<file path="src/rtl/wb_leds_ctrl.sv">
// wb_leds_ctrl: Wishbone slave LED controller with NUM_LEDS independent channels.
// Each channel is OFF, DIRECT (level from the DIRECT register), PWM-dimmed or
// BLINK. A shared prescaler produces the tick that drives the PWM counter and
// the per-channel blink counters.
//
// Ports:
//   clk_i, rst_n_i       clock, asynchronous active-low reset
//   wb_adr_i..wb_stb_i   Wishbone slave request (only adr[7:2] decoded)
//   wb_dat_o             registered read data, valid with wb_ack_o
//   wb_ack_o / wb_err_o  one-cycle termination per accepted request
//   wb_rty_o             always 0
//   wb_stall_o           high while a request is waiting for its termination
//   leds_o               registered LED drive (inverted when ACTIVE_LOW=1)
module wb_leds_ctrl #(
  parameter int unsigned NUM_LEDS   = 8,
  parameter int unsigned PWM_BITS   = 8,
  parameter bit          ACTIVE_LOW = 1'b0
) (
  input  logic                clk_i,
  input  logic                rst_n_i,
  input  logic [31:0]         wb_adr_i,
  input  logic [31:0]         wb_dat_i,
  input  logic [3:0]          wb_sel_i,
  input  logic                wb_we_i,
  input  logic                wb_cyc_i,
  input  logic                wb_stb_i,
  output logic [31:0]         wb_dat_o,
  output logic                wb_ack_o,
  output logic                wb_err_o,
  output logic                wb_rty_o,
  output logic                wb_stall_o,
  output logic [NUM_LEDS-1:0] leds_o
);

  localparam int unsigned         CH_BASE = 8;
  localparam logic [NUM_LEDS-1:0] POL     = {NUM_LEDS{ACTIVE_LOW}};

  // Register file
  logic                en;
  logic [15:0]         presc;
  logic [NUM_LEDS-1:0] direct;
  logic [1:0]          mode [NUM_LEDS];
  logic [PWM_BITS-1:0] duty [NUM_LEDS];
  logic [15:0]         half [NUM_LEDS];

  // Time base and channel state
  logic [15:0]         presc_cnt;
  logic [PWM_BITS-1:0] pwm_cnt;
  logic [15:0]         blink_cnt [NUM_LEDS];
  logic [NUM_LEDS-1:0] phase;
  logic [NUM_LEDS-1:0] ch_out;
  logic                tick;

  // Bus decode
  logic                req, addr_ok, wr;
  logic                hit_ctrl, hit_direct, hit_status;
  logic [NUM_LEDS-1:0] hit_ch;
  logic [5:0]          word;
  logic [31:0]         rdata;
  logic                unused_bits;

  assign unused_bits = ^{wb_adr_i[31:8], wb_adr_i[1:0]};

  assign req        = wb_cyc_i & wb_stb_i & ~wb_ack_o & ~wb_err_o;
  assign wb_stall_o = wb_cyc_i & wb_stb_i & ~(wb_ack_o | wb_err_o);
  assign wb_rty_o   = 1'b0;
  assign word       = wb_adr_i[7:2];
  assign hit_ctrl   = (word == 6'd0);
  assign hit_direct = (word == 6'd1);
  assign hit_status = (word == 6'd2);

  always_comb begin
    for (int i = 0; i < NUM_LEDS; i++)
      hit_ch[i] = (word == 6'(CH_BASE + i));
  end

  assign addr_ok = hit_ctrl | hit_direct | hit_status | (|hit_ch);
  assign wr      = req & wb_we_i & addr_ok;

  // Byte-lane merged values of a CTRL write
  logic        ctrl_wr, en_nxt, en_clr, presc_reload;
  logic [15:0] presc_nxt;

  assign ctrl_wr   = wr & hit_ctrl;
  assign en_nxt    = wb_sel_i[0] ? wb_dat_i[0] : en;
  assign presc_nxt = {wb_sel_i[3] ? wb_dat_i[31:24] : presc[15:8],
                      wb_sel_i[2] ? wb_dat_i[23:16] : presc[7:0]};
  // Clearing EN zeroes the time base on the same edge it takes effect.
  assign en_clr       = ~en | (ctrl_wr & ~en_nxt);
  // Enabling, or changing PRESC while enabled, restarts the prescaler so the
  // first tick lands PRESC+1 cycles later.
  assign presc_reload = ctrl_wr & en_nxt & ((presc_nxt != presc) | ~en);
  assign tick         = en & (presc_cnt == 16'd0);

  always_comb begin
    rdata = '0;
    if (hit_ctrl)   rdata = {presc, 15'd0, en};
    if (hit_direct) rdata[NUM_LEDS-1:0] = direct;
    if (hit_status) rdata[NUM_LEDS-1:0] = leds_o ^ POL;
    for (int i = 0; i < NUM_LEDS; i++) begin
      if (hit_ch[i]) begin
        rdata[1:0]           = mode[i];
        rdata[8 +: PWM_BITS] = duty[i];
        rdata[31:16]         = half[i];
      end
    end
  end

  // Bus termination: one ack or err the edge after acceptance
  always_ff @(posedge clk_i or negedge rst_n_i) begin
    if (!rst_n_i) begin
      wb_ack_o <= 1'b0;
      wb_err_o <= 1'b0;
      wb_dat_o <= '0;
    end else begin
      wb_ack_o <= 1'b0;
      wb_err_o <= 1'b0;
      if (req) begin
        if (addr_ok) begin
          wb_ack_o <= 1'b1;
          wb_dat_o <= wb_we_i ? 32'd0 : rdata;
        end else begin
          wb_err_o <= 1'b1;
          wb_dat_o <= 32'd0;
        end
      end
    end
  end

  // Register writes
  always_ff @(posedge clk_i or negedge rst_n_i) begin
    if (!rst_n_i) begin
      en     <= 1'b0;
      presc  <= '0;
      direct <= '0;
      for (int i = 0; i < NUM_LEDS; i++) begin
        mode[i] <= '0;
        duty[i] <= '0;
        half[i] <= '0;
      end
    end else if (wr) begin
      if (hit_ctrl) begin
        en    <= en_nxt;
        presc <= presc_nxt;
      end
      if (hit_direct) begin
        for (int j = 0; j < NUM_LEDS; j++)
          if (wb_sel_i[j/8]) direct[j] <= wb_dat_i[j];
      end
      for (int i = 0; i < NUM_LEDS; i++) begin
        if (hit_ch[i]) begin
          if (wb_sel_i[0]) mode[i]       <= wb_dat_i[1:0];
          if (wb_sel_i[1]) duty[i]       <= wb_dat_i[8 +: PWM_BITS];
          if (wb_sel_i[2]) half[i][7:0]  <= wb_dat_i[23:16];
          if (wb_sel_i[3]) half[i][15:8] <= wb_dat_i[31:24];
        end
      end
    end
  end

  // Prescaler and PWM counter
  always_ff @(posedge clk_i or negedge rst_n_i) begin
    if (!rst_n_i) begin
      presc_cnt <= '0;
      pwm_cnt   <= '0;
    end else begin
      if (presc_reload)    presc_cnt <= presc_nxt;
      else if (en_clr)     presc_cnt <= '0;
      else if (tick)       presc_cnt <= presc;
      else                 presc_cnt <= presc_cnt - 16'd1;

      if (en_clr)          pwm_cnt <= '0;
      else if (tick)       pwm_cnt <= pwm_cnt + PWM_BITS'(1);
    end
  end

  // Blink counters; a channel write restarts the on phase even if a tick
  // arrives on the same edge.
  always_ff @(posedge clk_i or negedge rst_n_i) begin
    if (!rst_n_i) begin
      phase <= '0;
      for (int i = 0; i < NUM_LEDS; i++) blink_cnt[i] <= '0;
    end else begin
      for (int i = 0; i < NUM_LEDS; i++) begin
        if (en_clr || (wr && hit_ch[i])) begin
          blink_cnt[i] <= '0;
          phase[i]     <= 1'b0;
        end else if (tick) begin
          if (blink_cnt[i] >= half[i]) begin
            blink_cnt[i] <= '0;
            phase[i]     <= ~phase[i];
          end else begin
            blink_cnt[i] <= blink_cnt[i] + 16'd1;
          end
        end
      end
    end
  end

  always_comb begin
    for (int i = 0; i < NUM_LEDS; i++) begin
      ch_out[i] = 1'b0;
      if (en) begin
        case (mode[i])
          2'd1:    ch_out[i] = direct[i];
          2'd2:    ch_out[i] = (pwm_cnt < duty[i]);
          2'd3:    ch_out[i] = ~phase[i];
          default: ch_out[i] = 1'b0;
        endcase
      end
    end
  end

  // Output register with polarity applied
  always_ff @(posedge clk_i or negedge rst_n_i) begin
    if (!rst_n_i) leds_o <= POL;
    else          leds_o <= ch_out ^ POL;
  end

endmodule

</file>
<file path="config.mk">
export PLATFORM = sky130hd
export DESIGN_NAME = wb_leds_ctrl
export DESIGN_NICKNAME = d
export VERILOG_FILES = /design/src/rtl/wb_leds_ctrl.sv
export SDC_FILE = /design/constraint.sdc
export NUM_CORES = 1
export LEC_CHECK = 0
export ABC_AREA = 1
export BUFFER_PORTS_ARGS = -buffer_cell sky130_fd_sc_hd__buf_4
export CORE_UTILIZATION = 47
export DETAILED_ROUTE_END_ITERATION = 8
export PLACE_DENSITY_LB_ADDON = 0.2
export SYNTH_ARGS = -nofsm -noshare
export SYNTH_HDL_FRONTEND = slang
export SYNTH_SLANG_ARGS = --single-unit
export TNS_END_PERCENT = 5
</file>
<file path="constraint.sdc">
create_clock -name clk_i -period 2.5 [get_ports clk_i]
set_input_delay 0.25 -clock clk_i [delete_from_list [all_inputs] [get_ports clk_i]]
set_output_delay 0.25 -clock clk_i [all_outputs]
set_load 0.005 [all_outputs]
</file>
==> impl_metrics.csv <==
group,metric,value,unit
status,outcome,"finished, final reports clean",
die,row_count,87,
worst_setup_path,critical-path-slowest-cell,"dfrtp_1",
pwr,comb_power_share,0.052,
logic_synthesis,syn_nets,3886,
drt,vias,24950,
placed_design,dp_cells,4471,
logic_synthesis,synth_area,27120,µm²
run,drv_cap,0,
finish,drive_above_1_share,0.09234,
logic_synthesis,syn_avg_cell_area,7.493,µm²
worst_setup_path,rr_worst_depth,7,
die,core-area,56710,µm²
pwr,seq_power_share,0.456,
die,die_area,58660,µm²
placed_design,gp_congestion,0.9447,
sta,slew_viol_final,0,
logic_synthesis,syn_inst,3619,
finish,nets,4041,
cts,cts.sinks,435,
worst_hold_path,holdPathStages,5,
drt,ant_nets,0,
worst_setup_path,crit_chain,"nor2_1 > nand3_1 > buf_4 > nor2_1 > buf_4 > nand4_2 > mux2_2",
cts,cts.htree.levels,2,
worst_setup_path,cp.depth,7,
global_routing,grt-ovfl-total,0,
cts,cts-buffers-inserted,50,
finish,final-instance-count-excl-fill,4569,
sta,hold_violations,0,
cts,cts_tree,"done",
sta,slew_headroom,0.4779,
global_routing,grt_pass1_vias,23860,
cts,post_cts_buffers,0,
global_routing,antenna_found_initial,6,
drt,viasPerCell,5.462,
drt,first_pass_iters,7,
cts,root_buffer,"clkbuf_16",
logic_synthesis,async_flop_share,1.000,
sta,post-route-min-period,2.325,ns
worst_setup_path,critPathCaptureType,"flop",
sta,fmax,430.1,MHz
pwr,peakVddDrop,0.0004709,V
sta,tns,0,ns
worst_setup_path,arrival,2.81,ns
worst_hold_path,hp-class,"in -> reg",
worst_setup_path,slowest_delay,0.44,ns
die,die_w,242.2,µm
global_routing,grt_first_pass_wirelength,134100,µm
sta,setup_viol_count_final,0,
logic_synthesis,ys.warnings.count,0,
pwr,clkPwrFrac,0.492,
sta,min_period_over_period,0.9300,
worst_setup_path,critPathLaunchType,"flop",
pwr,swShare,0.2377,
logic_synthesis,synth_cell_types,45,
pwr,finalPower,15.55,mW
drt,avgRoutedWirePerCell,18.64,µm
worst_setup_path,worstSetupPathType,"reg -> reg",
sta,setup_slack,0.1750,ns
pwr,leakage,14.37,nW
pwr,p_sw,3.695,mW
placed_design,port_buffers,89,
worst_setup_path,critPathRequiredTime,2.98,ns
global_routing,grt_max_degree,69,
logic_synthesis,ys_ff_latch,435,
global_routing,grt_usage,0.2920,
die,start_util,0.4781,
cts,cts_max_path_buffers,3,
finish,area_growth,14.90,%
worst_setup_path,crit_family,"simple AND/OR/NAND/NOR gates",
drt,wl,85190,µm
worst_setup_path,crit_buf_inv,2,
placed_design,dp_slack,0.04596,ns
pwr,p_int,11.85,mW
sta,finalHoldWorstSlack,0.04727,ns
logic_synthesis,synth_ff_type,"dfrtp_1",
drt,drt_iter0_markers,2106,
sta,tightest_slew,0.7750,ns
die,die_h,242.2,µm
drt,drc,0,
worst_setup_path,crit_fanout,10,
sta,skew,0.01675,ns
cts,clk_latency,0.60,ns
logic_synthesis,synth-edff-count,0,
die,ios,117,
cts,clkSlewWorstSetupHoldPaths,0.06,ns
logic_synthesis,ys_seq_area_frac,0.4014,
placed_design,dpl.hpwl,62790,µm
pwr,powerDensity,499.0,nW/µm²
-- layout make-up --
class,count,area [µm²]
fillers,5374,25560
multi-input cells,2616,14030
flip-flops and latches,435,10890
repair buffers,218,1891
inverters,453,1707
clock buffers,72,1498
well taps,756,945.9
clock inverters,18,196.4
diodes,1,2.502
-- worst min-delay path, cell delays in order --
cell and delay [ns]:
buf_4 0.09, nand2_1 0.04, o21ai_0 0.06, inv_1 0.05, o21ai_1 0.11
-- registers in the layout (all words and copies together) (netlist names), 16 cells and up --
| signal | flops |
|---|---|
| presc | 16 |
| presc_cnt | 16 |
| half | 128 |
| blink_cnt | 128 |
| wb_dat_o | 32 |
| mode | 16 |
| duty | 64 |
-- per-stage QoR --
step	cell area (µm²)	utilization
CTS	31140	0.5491
finish	31160	0.5494
global placement	29380	0.5180
global route	31150	0.5493
floorplan	27120	-
detailed placement	29380	0.5180
-- cells by family after synthesis --
kind of cell    synth area share
simple gates              0.2585
compound gates            0.1281
buf+inv                  0.08171
flops                     0.4014
fa+ha+maj                0.08951
xor+xnor                 0.03811
mux                     0.002491
other cells            0.0001383
-- layout by cell type (no fill, tap or decap), types with 4 or more instances in the layout --
cell,synthesis,final
buf_12,0,18
inv_2,7,6
nor2_4,11,11
nand2_1,847,847
nand4_1,53,53
clkbuf_16,0,53
o21ai_0,304,304
o22ai_1,15,15
clkbuf_8,0,10
nand3_1,323,323
o211ai_1,8,8
nor2_1,276,274
dfrtp_1,435,435
inv_1,443,442
bufinv_16,0,4
nand3b_1,4,4
o21a_1,17,17
nand2_2,13,13
xor2_1,101,101
dlygate4sd3_1,0,7
clkbuf_1,65,9
nor2_2,9,11
o21ai_1,112,112
buf_4,5,191
ha_1,194,194
mux2_2,6,6
clkinv_2,0,12
a21oi_1,210,210
nor3_1,71,70
xnor2_1,17,17
-- Yosys cell counts, types with 3 or more instances --
cell type	instances	area (µm²)
buf_2	40	200.2
mux2_2	6	67.56
dfrtp_1	435	10890
buf_1	3	11.26
xnor2_1	17	148.9
and2_1	3	18.77
nand3_1	323	1617
o211ai_1	8	60.06
nand4_1	53	331.6
o21ai_0	304	1521
ha_1	194	2427
o21a_1	17	127.6
clkinv_1	3	11.26
nor2_2	9	56.30
nor2_4	11	123.9
o22ai_1	15	93.84
o21ai_1	112	560.5
nor3_1	71	355.3
nor4_1	3	18.77
clkbuf_1	65	244.0
nand2_2	13	81.33
inv_1	443	1663
nor2_1	276	1036
buf_4	5	37.54
nand2_1	847	3179
a21oi_1	210	1051
inv_2	7	26.28
nand3b_1	4	30.03
xor2_1	101	884.6
-- power by group through the flow --
| stage | Combinational (mW) | Sequential (mW) | Clock (mW) |
|---|---|---|---|
| global placement | 0.790 | 7.22 | 0 |
| global route | 0.885 | 7.09 | 8.01 |
| detailed placement | 0.793 | 7.22 | 0 |
| finish | 0.811 | 7.09 | 7.65 |
| floorplan | 0.305 | 7.21 | 0 |
| CTS | 0.805 | 7.09 | 7.75 |
-- metal layers --
layer  wire, µm  vias up  track usage
li1           -    12180            -
met1      37160    11720       0.3985
met2      38280      894       0.4641
met3       6954      159      0.05539
met4       2781        2      0.09903
met5          9        -            0
-- timing repair --
action | CTS | global route
hold endpoints to repair | 61 | 0
resized for setup | 0 | 4
hold buffers | 7 | 0
setup endpoints to repair | 0 | 34
-- path summary, 6_finish.rpt --
kind                                      startpoint                        end  slack (ns)
worst min-delay path                    wb_dat_i[25]     presc_cnt[9]$_DFF_PN0_        0.05
min in group asynchronous                    rst_n_i    wb_dat_o[8]$_DFFE_PN0P_        0.23
worst max register to register    wb_err_o$_DFF_PN0_      direct[5]$_DFFE_PN0P_        0.17
worst min register to register  phase[5]$_DFFE_PN0P_       phase[5]$_DFFE_PN0P_        0.47
worst max-delay path              wb_err_o$_DFF_PN0_      direct[5]$_DFFE_PN0P_        0.17
max in group asynchronous                    rst_n_i  blink_cnt[56]$_DFFE_PN0P_        1.48
(Power assumes the default switching activity.)
